[config.mk]
export PLATFORM = sky130hd
export DESIGN_NAME = vgacon_text_sequencer
export DESIGN_NICKNAME = d
export VERILOG_FILES = /design/src/rtl/vgacon_text_sequencer.sv
export SDC_FILE = /design/constraint.sdc
export NUM_CORES = 1
export LEC_CHECK = 0
export BUFFER_PORTS_ARGS = -buffer_cell sky130_fd_sc_hd__buf_2
export CORE_MARGIN = 5
export CORE_UTILIZATION = 43
export CTS_CLUSTER_DIAMETER = 200
export CTS_CLUSTER_SIZE = 16
export DETAILED_ROUTE_END_ITERATION = 12
export HOLD_SLACK_MARGIN = 0.02
export PLACE_DENSITY = 0.75
export SETUP_SLACK_MARGIN = 0.4
export SYNTH_ARGS = -nofsm -noshare
export SYNTH_HDL_FRONTEND = slang
export SYNTH_SLANG_ARGS = --single-unit
export TNS_END_PERCENT = 1
[constraint.sdc]
create_clock -name clk -period 7.88 [get_ports clk]
set_input_delay 0.788 -clock clk [delete_from_list [all_inputs] [get_ports clk]]
set_output_delay 0.788 -clock clk [all_outputs]
set_load 0.01 [all_outputs]
[src/rtl/vgacon_text_sequencer.sv]
// ---------------------------------------------------------------------------
// vgacon_text_sequencer
//   Console write engine for the VGA text console. Character and control
//   commands arrive through a small FIFO. The engine tracks a cursor and
//   drives the text buffer write port. It handles plain writes, newline,
//   carriage return, backspace, form-feed clear, and scroll-up when output
//   runs past the last row. Direct host writes share the buffer write port
//   and always take priority.
//
// Ports
//   clk, rst          clock; synchronous active-high reset
//   cmd_valid/ready   command input, 9 bits {color[1:0], ascii[6:0]}
//   cmd_data          command payload
//   host_we/addr/     direct host buffer write; stalls the engine that cycle
//   host_wdata
//   buf_we/waddr/     buffer write port (host or engine)
//   buf_wdata
//   buf_raddr         buffer read address, used only by the scroll copy
//   buf_rdata         buffer read data, combinational from buf_raddr
//   cursor_row/col    current cursor position
//   busy              engine not idle or commands still queued
//
// Handshake: a command is accepted on every rising edge where
//   cmd_valid && cmd_ready. cmd_ready depends only on the FIFO level, never
//   on cmd_valid. Once cmd_valid is asserted, it and cmd_data must stay
//   stable until the command is accepted.
// ---------------------------------------------------------------------------
module vgacon_text_sequencer #(
  parameter int NUM_ROWS   = 3,
  parameter int NUM_COLS   = 10,
  parameter int FIFO_DEPTH = 4,
  parameter int ADDR_W     = 5
) (
  input  logic              clk,
  input  logic              rst,
  input  logic              cmd_valid,
  output logic              cmd_ready,
  input  logic [8:0]        cmd_data,
  input  logic              host_we,
  input  logic [ADDR_W-1:0] host_addr,
  input  logic [8:0]        host_wdata,
  output logic              buf_we,
  output logic [ADDR_W-1:0] buf_waddr,
  output logic [8:0]        buf_wdata,
  output logic [ADDR_W-1:0] buf_raddr,
  input  logic [8:0]        buf_rdata,
  output logic [1:0]        cursor_row,
  output logic [3:0]        cursor_col,
  output logic              busy
);

  localparam int PTR_W = (FIFO_DEPTH > 1) ? $clog2(FIFO_DEPTH) : 1;

  localparam logic [PTR_W:0]    FULL_LVL      = (PTR_W+1)'(FIFO_DEPTH);
  localparam logic [ADDR_W-1:0] ROW_STRIDE    = ADDR_W'(NUM_COLS);
  localparam logic [ADDR_W-1:0] LAST_COPY     = ADDR_W'((NUM_ROWS-1)*NUM_COLS-1);
  localparam logic [ADDR_W-1:0] LAST_ROW_BASE = ADDR_W'((NUM_ROWS-1)*NUM_COLS);
  localparam logic [ADDR_W-1:0] LAST_COL_IDX  = ADDR_W'(NUM_COLS-1);
  localparam logic [ADDR_W-1:0] LAST_CELL     = ADDR_W'(NUM_ROWS*NUM_COLS-1);
  localparam logic [1:0]        LAST_ROW      = 2'(NUM_ROWS-1);
  localparam logic [3:0]        LAST_COL      = 4'(NUM_COLS-1);
  localparam logic [8:0]        BLANK         = 9'h020;

  typedef enum logic [1:0] {
    IDLE    = 2'd0,
    SCROLL  = 2'd1,
    CLRLINE = 2'd2,
    CLRALL  = 2'd3
  } state_t;

  // Current FSM state, kept as a named signal so checkers can bind to it.
  state_t state_q, state_d;

  // ---------------------------------------------------------------- FIFO
  logic [8:0]       fifo_mem [FIFO_DEPTH];
  logic [PTR_W-1:0] wr_ptr_q, rd_ptr_q;
  logic [PTR_W:0]   count_q;
  logic             fifo_empty, fifo_full, push, pop;
  logic [8:0]       head;

  assign fifo_empty = (count_q == '0);
  assign fifo_full  = (count_q == FULL_LVL);
  assign cmd_ready  = !fifo_full;
  assign push       = cmd_valid && cmd_ready;
  assign head       = fifo_mem[rd_ptr_q];

  // Storage needs no reset; only the pointers and level define validity.
  always_ff @(posedge clk) begin
    if (push) fifo_mem[wr_ptr_q] <= cmd_data;
  end

  // --------------------------------------------------------- engine state
  logic [1:0]        row_q, row_d;
  logic [3:0]        col_q, col_d;
  logic [ADDR_W-1:0] idx_q, idx_d;
  logic [ADDR_W-1:0] cursor_addr;
  logic              eng_we;
  logic [ADDR_W-1:0] eng_waddr;
  logic [8:0]        eng_wdata;
  logic              nl;

  assign cursor_addr = ADDR_W'(row_q) * ROW_STRIDE + ADDR_W'(col_q);

  always_comb begin
    state_d   = state_q;
    row_d     = row_q;
    col_d     = col_q;
    idx_d     = idx_q;
    pop       = 1'b0;
    eng_we    = 1'b0;
    eng_waddr = '0;
    eng_wdata = '0;
    buf_raddr = '0;
    nl        = 1'b0;

    // A host write freezes the engine for the whole cycle.
    if (!host_we) begin
      unique case (state_q)
        IDLE: begin
          if (!fifo_empty) begin
            pop = 1'b1;
            case (head[6:0])
              7'h0A: nl = 1'b1;
              7'h0D: col_d = '0;
              7'h08: if (col_q != '0) col_d = col_q - 4'd1;
              7'h0C: begin
                state_d = CLRALL;
                idx_d   = '0;
                row_d   = '0;
                col_d   = '0;
              end
              default: begin
                eng_we    = 1'b1;
                eng_waddr = cursor_addr;
                eng_wdata = head;
                // Writing the last column wraps exactly like a newline.
                if (col_q == LAST_COL) nl = 1'b1;
                else                   col_d = col_q + 4'd1;
              end
            endcase
            if (nl) begin
              col_d = '0;
              if (row_q < LAST_ROW) begin
                row_d = row_q + 2'd1;
              end else begin
                state_d = SCROLL;
                idx_d   = '0;
              end
            end
          end
        end
        SCROLL: begin
          // Copy cell i+NUM_COLS down to cell i using the async read port.
          buf_raddr = idx_q + ROW_STRIDE;
          eng_we    = 1'b1;
          eng_waddr = idx_q;
          eng_wdata = buf_rdata;
          if (idx_q == LAST_COPY) begin
            state_d = CLRLINE;
            idx_d   = '0;
          end else begin
            idx_d = idx_q + 1'b1;
          end
        end
        CLRLINE: begin
          eng_we    = 1'b1;
          eng_waddr = LAST_ROW_BASE + idx_q;
          eng_wdata = BLANK;
          if (idx_q == LAST_COL_IDX) begin
            state_d = IDLE;
            idx_d   = '0;
          end else begin
            idx_d = idx_q + 1'b1;
          end
        end
        CLRALL: begin
          eng_we    = 1'b1;
          eng_waddr = idx_q;
          eng_wdata = BLANK;
          if (idx_q == LAST_CELL) begin
            state_d = IDLE;
            idx_d   = '0;
          end else begin
            idx_d = idx_q + 1'b1;
          end
        end
        default: state_d = IDLE;
      endcase
    end
  end

  always_ff @(posedge clk) begin
    if (rst) begin
      state_q  <= IDLE;
      row_q    <= '0;
      col_q    <= '0;
      idx_q    <= '0;
      wr_ptr_q <= '0;
      rd_ptr_q <= '0;
      count_q  <= '0;
    end else begin
      state_q <= state_d;
      row_q   <= row_d;
      col_q   <= col_d;
      idx_q   <= idx_d;
      if (push) wr_ptr_q <= wr_ptr_q + 1'b1;
      if (pop)  rd_ptr_q <= rd_ptr_q + 1'b1;
      case ({push, pop})
        2'b10:   count_q <= count_q + 1'b1;
        2'b01:   count_q <= count_q - 1'b1;
        default: count_q <= count_q;
      endcase
    end
  end

  // ------------------------------------------------------------- outputs
  assign buf_we     = host_we || eng_we;
  assign buf_waddr  = host_we ? host_addr  : eng_waddr;
  assign buf_wdata  = host_we ? host_wdata : eng_wdata;
  assign cursor_row = row_q;
  assign cursor_col = col_q;
  assign busy       = (state_q != IDLE) || !fifo_empty;

endmodule
==> summary.txt <==
Routing
  – DR iter-0 viols: 220
  – Drt pass-1 iters: 4
  – DRC: 0
  – Final WL: 7672 um
  – Routed WL per cell: 16.53 um
  – Via/cell ratio: 5.616
  – Post-route ant nets: 0
  – Via count: 2606

Timing
  – Slew headroom: 39.60%
  – Period utilization: 51.06%
  – Total negative slack: 0 ps
  – Fin crit period: 4023 ps
  – Unrepaired setup endpoints after global routing: false
  – Slew of the pin with the lowest slew margin: 899.1 ps
  – Max Slew Vio Count: 0
  – Clock skew: 11.20 ps
  – Fmax: 248.5 MHz
  – Finish-stage setup viols: 0
  – Final Hold Fails: 0

GRT
  – Tot GR Track Use: 16.22%
  – Vias in the first global route: 2506
  – Antenna violations before repair: 0
  – Largest net degree at the start of global routing: 29
  – Global-route wire length before repair: 12540 um
  – Total gr overflow: 0

Logic synthesis
  – Register area share after synthesis: 46.20%
  – Number of flops mapped to enable cells by yosys: 36
  – Mapped Area: 3293 um2
  – Ys flop type: edfxtp_1
  – Avg Cell Area, Syn: 11.16 um2
  – Yosys warns: 0
  – Gate Count Post-Synth: 295
  – Async SR Flop Fraction: 0%
  – Syn Nets: 351
  – Register bit total from synthesis: 58
  – Synth unique cells: 53

Critical path
  – Crit path capture type: output port
  – WS Path Type: flop to output port
  – Arrival @ worst endpoint: 3240 ps
  – Critical Path Max Stage Delay: 650 ps
  – Critical Path Source Type: flop
  – CP bufs+invs: 2
  – WP data required: 7090 ps
  – Family with the most delay on the worst path: compound AO/OA/AOI/OAI gates
  – Critical path fanouts, max: 9
  – Crit-path cells: mux4_2 -> nor4b_4 -> a31oi_1 -> a222oi_1 -> inv_1 -> buf_2
  – Worst-path cell with the longest stage delay: dfxtp_1

Layout
  – Area growth, synth to finish: 18.58%
  – Final nets: 413
  – Antenna Diode Count: 0
  – Layout cells sized above 1: 24.31%

CTS
  – Worst-Skew Late Latency: 340 ps
  – Post-CTS Setup Bufs: 0
  – CTS Hold Bufs: 0
  – Root buf cell: clkbuf_8
  – Clock Path Buffers: 2
  – Inserted Clock Buffers: 9
  – Post_cts resized: 0
  – H-tree Lvls: 3
  – # clock sinks: 58
  – CTS tree: built
  – Reg clk slew, reported paths: 70 ps

Floorplan
  – Core Region: 7607 um2
  – Chip width: 97.51 um
  – Die ar.: 9508 um2
  – Die height: 97.51 um
  – I/O pins: 64
  – Starting Density: 43.29%
  – Num rows: 32

Run status
  – Status: finished clean

Pwr
  – Leak pwr: 1.566 nW
  – Total Power: 1.043 mW
  – Worst vdd ir: 0.1396 mV
  – PD cells: 267.2 nW/um2

Place
  – HPWL Detailed: 5613 um
  – RePlAce Congestion: 0.8784
  – Port Buffers: 63

Flow run
  – Max Cap Violations: 0

Hold path
  – Worst hold-check path type: flop to flop
-- per-layer routing --
| layer | GRT usage [%] | share of wire, % |
|---|---|---|
| met1 | 20.79 | 45 |
| met2 | 27.10 | 49 |
| met3 | 3.733 | 5.8 |
| met4 | 5.218 | 0.39 |
| met5 | 0 | 0 |
-- where the power goes --
group          switching (mW)  internal (mW)  total [mW]  leakage, nW
logic                   0.194          0.140       0.334        0.950
clock network           0.131          0.179       0.310        0.107
registers              0.0368          0.362       0.399        0.509
-- registers in the layout (all words and copies together) (netlist names), named ones only --
name / flops
wr_ptr_q: 2
fifo_mem: 36
state_q: 2
cursor_col: 4
rd_ptr_q: 2
cursor_row: 2
count_q: 3
idx_q: 5
-- cell families after synthesis --
| logic type | after synthesis | synth area share, % |
|---|---|---|
| AO/OA/AOI/OAI | 71 | 15.54 |
| XOR/XNOR | 10 | 2.659 |
| adder cells (fa/ha/maj) | 20 | 8.283 |
| buffers and inverters | 39 | 4.673 |
| flip-flops | 58 | 46.20 |
| multiplexers | 12 | 7.751 |
| AND/OR/NAND/NOR | 85 | 14.89 |
-- layout by cell type (no fill, tap or decap), types with 4 or more instances in the layout --
cell type and n:
o31ai_1 4, and2_1 6, a21oi_1 18, nand3_1 7, buf_2 63, a21o_1 4
xnor2_1 5, ha_1 17, nand2b_1 4, clkbuf_8 9, nor2_1 20, and3_1 5
or3_1 5, mux4_1 6, inv_1 25, nand3b_1 4, nand2_1 13, dfxtp_1 22
o211ai_1 4, a222oi_1 8, xor2_1 5, o21ai_0 7, edfxtp_1 36, a221oi_1 7
-- worst paths after layout --
| check | from | cells after the start | to | slack, ps |
|---|---|---|---|---|
| setup / recovery | flop | 6 | buf_wdata[6] | 3860 |
| hold / removal | count_q[2] | 2 | count_q[2] | 510 |
| setup reg to reg | flop | 9 | cursor_col[3] | 4290 |
| hold reg to reg | count_q[2] | 2 | count_q[2] | 510 |
-- Yosys cell counts (5+ instances only) --
| master | number | area (um2) |
|---|---|---|
| and2_1 | 6 | 37.54 |
| or3_1 | 5 | 31.28 |
| a221oi_1 | 7 | 61.31 |
| o21ai_0 | 7 | 35.03 |
| nand2_1 | 13 | 48.80 |
| nand3_1 | 7 | 35.03 |
| ha_1 | 17 | 212.7 |
| xnor2_1 | 5 | 43.79 |
| dfxtp_1 | 22 | 440.4 |
| inv_1 | 25 | 93.84 |
| nor2_1 | 20 | 75.07 |
| clkbuf_1 | 12 | 45.04 |
| and3_1 | 5 | 31.28 |
| edfxtp_1 | 36 | 1081 |
| a222oi_1 | 8 | 80.08 |
| a21oi_1 | 18 | 90.09 |
| mux4_1 | 6 | 157.7 |
| xor2_1 | 5 | 43.79 |
-- cell type report --
| cell class | instances | area [um2] |
|---|---|---|
| Clock buffer | 10 | 127.6 |
| Clock inverter | 6 | 90.09 |
| Timing Repair Buffer | 64 | 322.8 |
| Inverter | 26 | 97.59 |
| Tap cell | 102 | 127.6 |
| Multi-Input combinational cell | 198 | 1618 |
| Sequential cell | 58 | 1521 |
| Fill cell | 695 | 3702 |
-- metrics by stage --
stage / setup WS, ps / instance area, um2 / hold slack, ps / cells / utilization (%)
global placement: 4335 / 3687 / 487.8 / 448 / 48.47
global route: 3682 / 3905 / 533.6 / 464 / 51.33
floorplan: 4844 / 3293 / 469.2 / 295 / -
finish: 3857 / 3905 / 510.2 / 464 / 51.33
CTS: 3858 / 3905 / 512.6 / 464 / 51.33
detailed placement: 4219 / 3687 / 502.4 / 448 / 48.47
-- worst reg2reg max path: stages (launching register included) --
cell      delay (ps)
dfxtp_1          650
mux4_1           810
or3_1            480
nor2_1           290
ha_1             290
a21o_1           170
a21oi_1          210
o311ai_0         170
a311o_1          400
o21ai_2           60
(Power assumes the default switching activity.)
